===== src/rtl/pakin.sv =====
// pakin: packet receiver. Debounces a 4-phase packet channel, reassembles
// TOT_PKS narrow packets (MSB first) into one message, queues completed
// messages in an FSZ-deep FIFO and forwards them on a 4-phase message channel.
// Ports:
//   gch_clk, gch_reset     clock, synchronous active-high reset
//   gch_ready              block initialised and operating
//   rcv0_pakio, rcv0_req   incoming packet payload and request
//   rcv0_ack_out           packet acknowledge
//   snd0_msg, snd0_req_out outgoing message and request
//   snd0_ack               message acknowledge from consumer

module pakin_dbnc #(
    parameter int CKS = 2
) (
    input  logic i_clk,
    input  logic i_rst,
    input  logic i_raw,
    output logic o_ckd
);
    localparam int CW = $clog2(CKS + 1);

    logic          r_prev;
    logic [CW-1:0] r_run;
    logic [CW-1:0] w_run;

    // Length of the current run of equal samples, including this one,
    // saturating at CKS.
    always_comb begin
        w_run = CW'(1);
        if (i_raw == r_prev) begin
            if (r_run == CW'(CKS)) begin
                w_run = r_run;
            end else begin
                w_run = r_run + CW'(1);
            end
        end
    end

    always_ff @(posedge i_clk) begin
        if (i_rst) begin
            r_prev <= 1'b0;
            r_run  <= '0;
            o_ckd  <= 1'b0;
        end else begin
            r_prev <= i_raw;
            r_run  <= w_run;
            if (w_run == CW'(CKS)) begin
                o_ckd <= i_raw;
            end
        end
    end
endmodule

module pakin #(
    parameter int PSZ         = 4,
    parameter int FSZ         = 4,
    parameter int ASZ         = 4,
    parameter int DSZ         = 4,
    parameter int RSZ         = 4,
    parameter int RCV_REQ_CKS = 2,
    parameter int SND_ACK_CKS = 2
) (
    input  logic                       gch_clk,
    input  logic                       gch_reset,
    output logic                       gch_ready,
    input  logic [PSZ-1:0]             rcv0_pakio,
    input  logic                       rcv0_req,
    output logic                       rcv0_ack_out,
    output logic [2*ASZ+DSZ+RSZ-1:0]   snd0_msg,
    output logic                       snd0_req_out,
    input  logic                       snd0_ack
);
    localparam int MSZ     = 2*ASZ + DSZ + RSZ;
    localparam int TOT_PKS = (MSZ + PSZ - 1) / PSZ;
    localparam int REM     = MSZ - (TOT_PKS - 1) * PSZ;
    localparam int AW      = TOT_PKS * PSZ;
    localparam int PW      = $clog2(FSZ);
    localparam int KW      = (TOT_PKS > 1) ? $clog2(TOT_PKS) : 1;

    logic           w_ckd_req;
    logic           w_ckd_ack;
    logic           r_ready;
    logic           r_ack;
    logic           r_req;
    logic [MSZ-1:0] r_msg;
    logic [AW-1:0]  r_asm;
    logic [KW-1:0]  r_pk;
    logic [MSZ-1:0] r_mem [FSZ];
    logic [PW-1:0]  r_wp;
    logic [PW-1:0]  r_rp;
    logic [PW:0]    r_cnt;

    logic           w_full;
    logic           w_empty;
    logic           w_last;
    logic           w_pop;
    logic           w_cap;
    logic           w_push;
    logic           w_load;
    logic [AW-1:0]  w_shift;
    logic [MSZ-1:0] w_asm_msg;

    pakin_dbnc #(.CKS(RCV_REQ_CKS)) u_dbnc_req (
        .i_clk (gch_clk),
        .i_rst (gch_reset),
        .i_raw (rcv0_req),
        .o_ckd (w_ckd_req)
    );

    pakin_dbnc #(.CKS(SND_ACK_CKS)) u_dbnc_ack (
        .i_clk (gch_clk),
        .i_rst (gch_reset),
        .i_raw (snd0_ack),
        .o_ckd (w_ckd_ack)
    );

    assign w_full  = (r_cnt == (PW+1)'(FSZ));
    assign w_empty = (r_cnt == '0);
    assign w_last  = (r_pk == KW'(TOT_PKS - 1));
    assign w_pop   = !gch_reset && r_ready && r_req && w_ckd_ack;

    // The last packet waits for a free slot; a same-cycle pop frees one.
    assign w_cap   = !gch_reset && r_ready && w_ckd_req && !r_ack
                   && (!w_last || !w_full || w_pop);
    assign w_push  = w_cap && w_last;
    assign w_load  = r_ready && !w_empty && !r_req && !w_ckd_ack;

    // The upper TOT_PKS-1 packet slots of the shifted value are the earlier
    // packets; only the low REM bits of the final packet are kept.
    assign w_shift   = {r_asm[AW-PSZ-1:0], rcv0_pakio};
    assign w_asm_msg = {w_shift[AW-1:PSZ], rcv0_pakio[REM-1:0]};

    always_ff @(posedge gch_clk) begin
        if (w_push) begin
            r_mem[r_wp] <= w_asm_msg;
        end
    end

    always_ff @(posedge gch_clk) begin
        if (gch_reset) begin
            r_ready <= 1'b0;
            r_ack   <= 1'b0;
            r_req   <= 1'b0;
            r_msg   <= '0;
            r_asm   <= '0;
            r_pk    <= '0;
            r_wp    <= '0;
            r_rp    <= '0;
            r_cnt   <= '0;
        end else if (!r_ready) begin
            r_ready <= 1'b1;
            r_ack   <= 1'b0;
            r_req   <= 1'b0;
            r_asm   <= '0;
            r_pk    <= '0;
            r_wp    <= '0;
            r_rp    <= '0;
            r_cnt   <= '0;
        end else begin
            if (w_cap) begin
                r_asm <= w_shift;
                r_ack <= 1'b1;
                r_pk  <= w_last ? '0 : r_pk + KW'(1);
            end else if (!w_ckd_req && r_ack) begin
                r_ack <= 1'b0;
            end

            if (w_push) begin
                r_wp <= r_wp + PW'(1);
            end

            if (w_pop) begin
                r_rp  <= r_rp + PW'(1);
                r_req <= 1'b0;
            end else if (w_load) begin
                r_msg <= r_mem[r_rp];
                r_req <= 1'b1;
            end

            if (w_push && !w_pop) begin
                r_cnt <= r_cnt + (PW+1)'(1);
            end else if (w_pop && !w_push) begin
                r_cnt <= r_cnt - (PW+1)'(1);
            end
        end
    end

    assign gch_ready    = r_ready;
    assign rcv0_ack_out = r_ack;
    assign snd0_req_out = r_req;
    assign snd0_msg     = r_msg;
endmodule


===== config.mk =====
export PLATFORM = sky130hd
export DESIGN_NAME = pakin
export DESIGN_NICKNAME = d
export VERILOG_FILES = /design/src/rtl/pakin.sv
export SDC_FILE = /design/constraint.sdc
export NUM_CORES = 1
export LEC_CHECK = 0
export ABC_AREA = 0
export CORE_AREA = 3 3 92 94
export DETAILED_ROUTE_END_ITERATION = 8
export DIE_AREA = 0 0 95 97
export PLACE_DENSITY = 0.76
export REMOVE_ABC_BUFFERS = 1
export SKIP_CTS_REPAIR_TIMING = 1
export SLEW_MARGIN = 20
export SYNTH_ARGS = -nofsm -noshare
export SYNTH_HDL_FRONTEND = slang
export SYNTH_SLANG_ARGS = --single-unit

===== constraint.sdc =====
create_clock -name gch_clk -period 3.22 [get_ports gch_clk]
set_clock_uncertainty 0.1 [all_clocks]
set_input_delay 0.322 -clock gch_clk [delete_from_list [all_inputs] [get_ports gch_clk]]
set_output_delay 0.322 -clock gch_clk [all_outputs]
set_load 0.02 [all_outputs]

After elaboration in Yosys (flattened, before gate mapping)
Memory sizes are Yosys's and may differ from the RTL's. A register that Yosys moved wholly into a read port is not among the register bits.
Index checks and enable logic that the tools add are counted.
W data, S select, Z words.
{"block": "op_classes", "add_sub_neg": 7, "n_eq_ne": 8, "n_mux": 12, "n_reduce_logical": 31, "bitwise_logic": 2}
{"op": "$logic_and A1 B1 Y1", "n": 13}
{"op": "$add A2 B1 Y2 const B", "n": 5}
{"op": "$eq A2 B2 Y1 const B", "n": 5}
{"op": "$logic_not A1 Y1", "n": 10}
{"op": "$mux W2", "n": 5}
{"op": "$mux W3", "n": 2}
{"op": "$mux W1", "n": 5}
{"op": "$reduce_bool A2 Y1", "n": 2}
{"op": "$add A3 B1 Y3 const B", "n": 1}
{"op": "$eq A3 B3 Y1 const B", "n": 1}
{"op": "$logic_not A3 Y1", "n": 1}
{"op": "$reduce_and A3 Y1", "n": 1}
{"op": "$reduce_or A3 Y1", "n": 1}
{"op": "$sub A3 B1 Y3 const B", "n": 1}
{"op": "$eq A1 B1 Y1", "n": 2}
{"op": "$logic_or A1 B1 Y1", "n": 2}
{"op": "$not A1 Y1", "n": 2}
{"op": "$reduce_or A2 Y1", "n": 1}
{"block": "totals", "inputBits": 8, "elab_cells": 75, "ram_bits": 64, "output_inout_bits": 19, "reg_bits": 32, "memories": 1}
{"memory": "r_mem", "words": 4, "word_bits": 16, "rd": 1, "rd_ports_with_merged_regs": 1, "write_ports": 1, "line_no": "88", "text": "logic [MSZ-1:0] r_mem [FSZ];"}

Longest topological paths before layout
{"block": "logic_depth", "depth_word": 11, "mapped_depth": 11, "depth_no_buf": 10}

Hierarchy
From an unflattened synthesis, not the netlist that was laid out.
{"block": "hier_totals", "cells_unflattened": 302, "hier_area_um2": 4416.7}
{"module": "pakin", "area_each_um2": 4093.9, "seq_area_each_um2": 2722.6, "instances": 1, "cells_per_inst": 270}
{"module": "pakin_dbnc", "area_each_um2": 161.4, "seq_area_each_um2": 80.1, "instances": 2, "cells_per_inst": 16}

Worst setup path after synthesis
OpenSTA, ideal clock, no wires.
{"block": "synth_timing", "path_kind": "reg2reg", "start": "register r_pk[0]", "end": "register r_cnt[2]", "setup_time_ns": 0.070, "t_required_ns": 3.050, "t_arrival_ns": 2.352, "path_slack_ns": 0.698, "synth_period_minus_slack_ns": 2.522, "path_stages_with_launch": 12, "n_path_buf": 1, "cell_sequence": "dfxtp_1 > ha_1 > nand4bb_1 > clkbuf_1 > o211ai_2 > inv_1 > ha_1 > inv_1 > fa_1 > xor2_1 > or3_1 > a21oi_1"}
{"block": "synth_via", "elab_chain_cells": 9, "word_cells_on_any_way": 11, "classes_between": "eq/ne (1); mux (1); reduce/logical (9)"}
{"element": "start: declaration", "line_no": "87", "text": "logic [KW-1:0] r_pk;"}
{"element": "start signal: assignment", "line_no": "163", "text": "r_pk <= w_last ? '0 : r_pk + KW'(1);"}
{"element": "$eq A2 B2 Y1 *", "line_no": "119", "text": "assign w_last = (r_pk == KW'(TOT_PKS - 1));"}
{"element": "$logic_not A1 Y1", "line_no": "124", "text": "&& (!w_last || !w_full || w_pop);"}
{"element": "$logic_or A1 B1 Y1 (2 in a row)", "line_no": "124"}
{"element": "$logic_and A1 B1 Y1", "line_no": "124"}
{"element": "$logic_and A1 B1 Y1 *", "line_no": "125", "text": "assign w_push = w_cap && w_last;"}
{"element": "net w_push", "line_no": "98", "text": "logic w_push;"}
{"element": "$logic_not A1 Y1", "line_no": "182", "text": "end else if (w_pop && !w_push) begin"}
{"element": "$logic_and A1 B1 Y1", "line_no": "182"}
{"element": "$reduce_bool A2 Y1 (no source line)"}
{"element": "end signal: assignment", "line_no": "181", "text": "r_cnt <= r_cnt + (PW+1)'(1);"}
{"element": "end signal: assignment", "line_no": "183", "text": "r_cnt <= r_cnt - (PW+1)'(1);"}
{"element": "end: declaration", "line_no": "91", "text": "logic [PW:0] r_cnt;"}
Mark *: on every way through the listed nets, which the timed path passes. The rest lies on a longest branch.
A chain may end at the register's enable or synchronous reset.

Worst setup path after layout
Same ends and word-level chain as after synthesis.

==> impl.org <==
** Clock network
- Clock network latency to the later pin of the worst-skew pair :: 0.36 ns
- The H-tree was split into 3 levels.
- The tree is rooted in a sky130_fd_sc_hd__clkbuf_8.
- Worst-path clk slew :: 0.10 ns
- In this run, CTS created clock tree buffers numbering 9.
- In this run the deepest clock path goes through 2 buffers.
- Clock sink count :: 112
- TritonCTS built the clock tree.

** Place
- Routability Congestion :: 0.8184
- After detailed placement, the total cell area comes to 4761 µm².
- Once detailed placement completed, the half-perimeter wirelength came to 5106 µm.
- In this run the tool buffered the top-level ports with 26 buffer cells.

** Status
- Outcome :: completed

** Yosys
- In the synthesized netlist the dominant register cell turns out to be sky130_fd_sc_hd__edfxtp_1.
- Synthesized area :: 4368 µm²
- Leading post-synthesis cells by instance count :: sky130_fd_sc_hd__edfxtp_1, sky130_fd_sc_hd__dfxtp_1, sky130_fd_sc_hd__o21ai_0, sky130_fd_sc_hd__a21oi_1, sky130_fd_sc_hd__nand2_1
- Yosys printed 0 warnings.
- For this run, asynchronously set or reset flops after synthesis account for 0%.
- In the post-synthesis netlist, the biggest area contributors are sky130_fd_sc_hd__edfxtp_1, sky130_fd_sc_hd__dfxtp_1, sky130_fd_sc_hd__mux4_2.
- Flip-flop and latch count after synthesis :: 112
- Per-instance average area after synthesis :: 14.27 µm²
- Most common cell in the netlist :: sky130_fd_sc_hd__edfxtp_1
- Top-area cell type share of the netlist area :: 44.00%
- Number of synthesized flops with an enable pin :: 64
- In this run, distinct cell masters in the synthesized netlist total 38.
- Library cell with the largest summed area after synthesis :: sky130_fd_sc_hd__edfxtp_1
- Sequential cells were found to cover 66.00% of the synthesized design area.
- Instance count of the mapped netlist :: 306

** Power
- For this design the static power due to leakage is 1.758 nW.
- Cell area power density :: 475.3 nW/µm²
- Largest vdd supply drop :: 0.0002181 V

** Setup path
- Worst reg-to-reg path cell count :: 11
- Timing endpoint of the critical path :: r_cnt[2]
- R2R Setup Slk :: 0.66 ns
- In this run the critical register-to-register path is captured at r_cnt[2].
- STA classifies the critical path startpoint as a flop.
- Worst setup EP type :: flop
- The worst register-to-register path begins at r_pk[0].
- Type of the worst setup path :: flop to flop
- Along the worst path, the maximum fanout reaches 9.
- Data arrival time of the critical path :: 2.76 ns
- For the worst setup path, the data required time is 3.41 ns.
- Critical Path Start :: r_pk[0]

** Finish
- Once layout is done, the placed cells without fillers occupy 4942 µm².
- Diode count :: 0
- Post-layout net count :: 358
- Proportion of layout cells with a drive suffix above 1 :: 14.74%
- Relative to the synthesized area, the layout overhead comes to 13.15%.

** Drt
- The first routing iteration left 115 violations.
- Number of iterations in the first detailed-routing pass :: 4
- Post-detailed-routing wire length :: 7691 µm
- For this run, design rule violations remaining after detail routing come to 0.
- Average detailed-routed wire length per instance :: 17.17 µm
- Final ANT Viol Nets :: 0
- Via density per instance :: 5.600
- Via count :: 2,509

** Timing
- Relative slew slack :: 44.35%
- The max-slew violation count came to 0.
- At the pin with the least slew margin, the transition time is 0.8337 ns.
- WHS :: 0.3810 ns
- Derived from the worst setup path, the maximum achievable clock frequency is 389.9 MHz.
- In the finished design, the share of the clock period the worst path needs comes to 79.66%.
- Final count of negative-setup-slack endpoints :: 0
- Sum Neg Setup Slack :: 0 ns
- Final critical path time including I/O delays and setup :: 2.565 ns
- The count of final hold-check violations came to 0.
- Unrepaired setup endpoints after global routing :: no

** Floorplanning
- 27 I/O pins were placed.
- Row generation in the floorplan step produced 32 rows.
- From bottom edge to top edge, the die measures 97 µm.
- The die covers 9215 µm².
- In this run the horizontal extent of the chip is 95 µm.
- Effective utilization at floorplan :: 56.53%
- The total area inside the core boundary comes to 7727 µm².

** GRT
- The number of antenna violations at the first check in global routing is 0.
- GRT overflow :: 0
- Vias in the first global route :: 2,489
- Total track usage :: 18.23%
- The first global-routing pass estimated 12,650 µm of wire.
- Entering global routing, the biggest net connects 27 pins.

** Job
- Count of maximum capacitance violations :: 0

** Min path
- Class of the tightest hold or removal check :: flop to flop
-- stage by stage --
| step | total power, mW | instances | utilization (%) | setup slack (ns) |
|---|---|---|---|---|
| after floorplan | 1.578 | 288 | - | 0.6844 |
| after global placement | 1.612 | 432 | 61.61 | 0.5188 |
| after detailed placement | 1.615 | 432 | 61.61 | 0.4542 |
| after CTS | 2.376 | 448 | 63.96 | 0.6778 |
| after global routing | 2.445 | 448 | 63.96 | 0.5797 |
| final | 2.349 | 448 | 63.96 | 0.6550 |
-- state kept, by name, summed over array words and instances, names as in the netlist --
signal and cells:
gch_ready 1, r_asm 12, r_cnt 3, r_mem 64
r_pk 2, r_rp 2, r_wp 2, rcv0_ack_out 1
snd0_msg 16, snd0_req_out 1, u_dbnc_ack.o_ckd 1, u_dbnc_ack.r_prev 1
u_dbnc_ack.r_run 2, u_dbnc_req.o_ckd 1, u_dbnc_req.r_prev 1, u_dbnc_req.r_run 2
-- report_power, final --
part	switching [mW]	leakage, nW	internal (mW)
clock	0.456	0.0957	0.311
sequential	0.00611	0.996	1.51
combinational	0.0413	0.667	0.0281
total	0.504	1.76	1.85
-- how the worst min path moves through the flow --
stage                      from     endpoint  slack [ns]  depth (start not counted)
floorplan             gch_reset  snd0_msg[0]        0.29                          1
global placement        r_pk[1]      r_pk[1]        0.35                          2
detailed placement  snd0_msg[8]  snd0_msg[8]        0.37                          2
CTS                 snd0_msg[8]  snd0_msg[8]        0.38                          2
global route        snd0_msg[3]  snd0_msg[3]        0.41                          2
finish              snd0_msg[4]  snd0_msg[4]        0.38                          2
-- cell usage in the layout, fill, tap and decap left out, types with 2 or more instances in the layout --
cell type	Yosys	routed
sky130_fd_sc_hd__xor2_1	6	6
sky130_fd_sc_hd__ha_1	8	8
sky130_fd_sc_hd__dfxtp_1	48	48
sky130_fd_sc_hd__clkbuf_8	0	10
sky130_fd_sc_hd__buf_4	2	16
sky130_fd_sc_hd__nand3_1	17	17
sky130_fd_sc_hd__clkdlybuf4s50_1	0	26
sky130_fd_sc_hd__o21ai_0	25	25
sky130_fd_sc_hd__edfxtp_1	64	64
sky130_fd_sc_hd__o211ai_1	5	5
sky130_fd_sc_hd__a21oi_1	19	19
sky130_fd_sc_hd__and3b_1	2	2
sky130_fd_sc_hd__clkinv_4	0	2
sky130_fd_sc_hd__and3_1	4	4
sky130_fd_sc_hd__nand2_1	19	19
sky130_fd_sc_hd__nand2b_1	2	2
sky130_fd_sc_hd__inv_1	13	13
sky130_fd_sc_hd__nor2_1	8	8
sky130_fd_sc_hd__nor2b_1	3	3
sky130_fd_sc_hd__mux2i_1	11	11
sky130_fd_sc_hd__nor3b_1	2	2
sky130_fd_sc_hd__or3_1	2	2
sky130_fd_sc_hd__mux4_2	16	16
-- critical path, cell delays in order (launching register included) --
cell,delay [ns]
sky130_fd_sc_hd__dfxtp_1,0.34
sky130_fd_sc_hd__ha_1,0.28
sky130_fd_sc_hd__nand4bb_1,0.13
sky130_fd_sc_hd__buf_4,0.18
sky130_fd_sc_hd__o211ai_2,0.13
sky130_fd_sc_hd__inv_1,0.09
sky130_fd_sc_hd__ha_1,0.18
sky130_fd_sc_hd__inv_1,0.06
sky130_fd_sc_hd__fa_1,0.38
sky130_fd_sc_hd__xor2_1,0.18
sky130_fd_sc_hd__or3_1,0.31
sky130_fd_sc_hd__a21oi_1,0.14
-- cells by family (layout without fill, tap and decap cells) --
family / Yosys count / after routing / share of synthesized area [%]
AOI/OAI and AO/OA: 56 / 56 / 7.563
xor gates and xnor gates: 6 / 6 / 1.203
adders and majority gates: 9 / 9 / 2.750
buffers and inverters: 31 / 71 / 3.752
DFF: 112 / 112 / 66.00
muxes: 27 / 27 / 10.77
and+or+nand+nor: 65 / 65 / 7.963
-- per-layer routing --
layer	vias up	routed length (µm)	global-route usage [%]
met5	-	0	0
met4	0	104	6.659
met3	11	186	3.033
met2	33	3956	30.64
met1	1255	3444	23.63
li1	1210	-	-
-- cell type report --
class	count	area (µm²)
multi-input cells	163	1321
clock inverters	5	40.04
clock buffers	11	141.4
inverters	13	48.80
fillers	577	2785
repair buffers	42	380.4
well taps	102	127.6
flip-flops and latches	112	2883
Power figures use the tool's default switching activity.
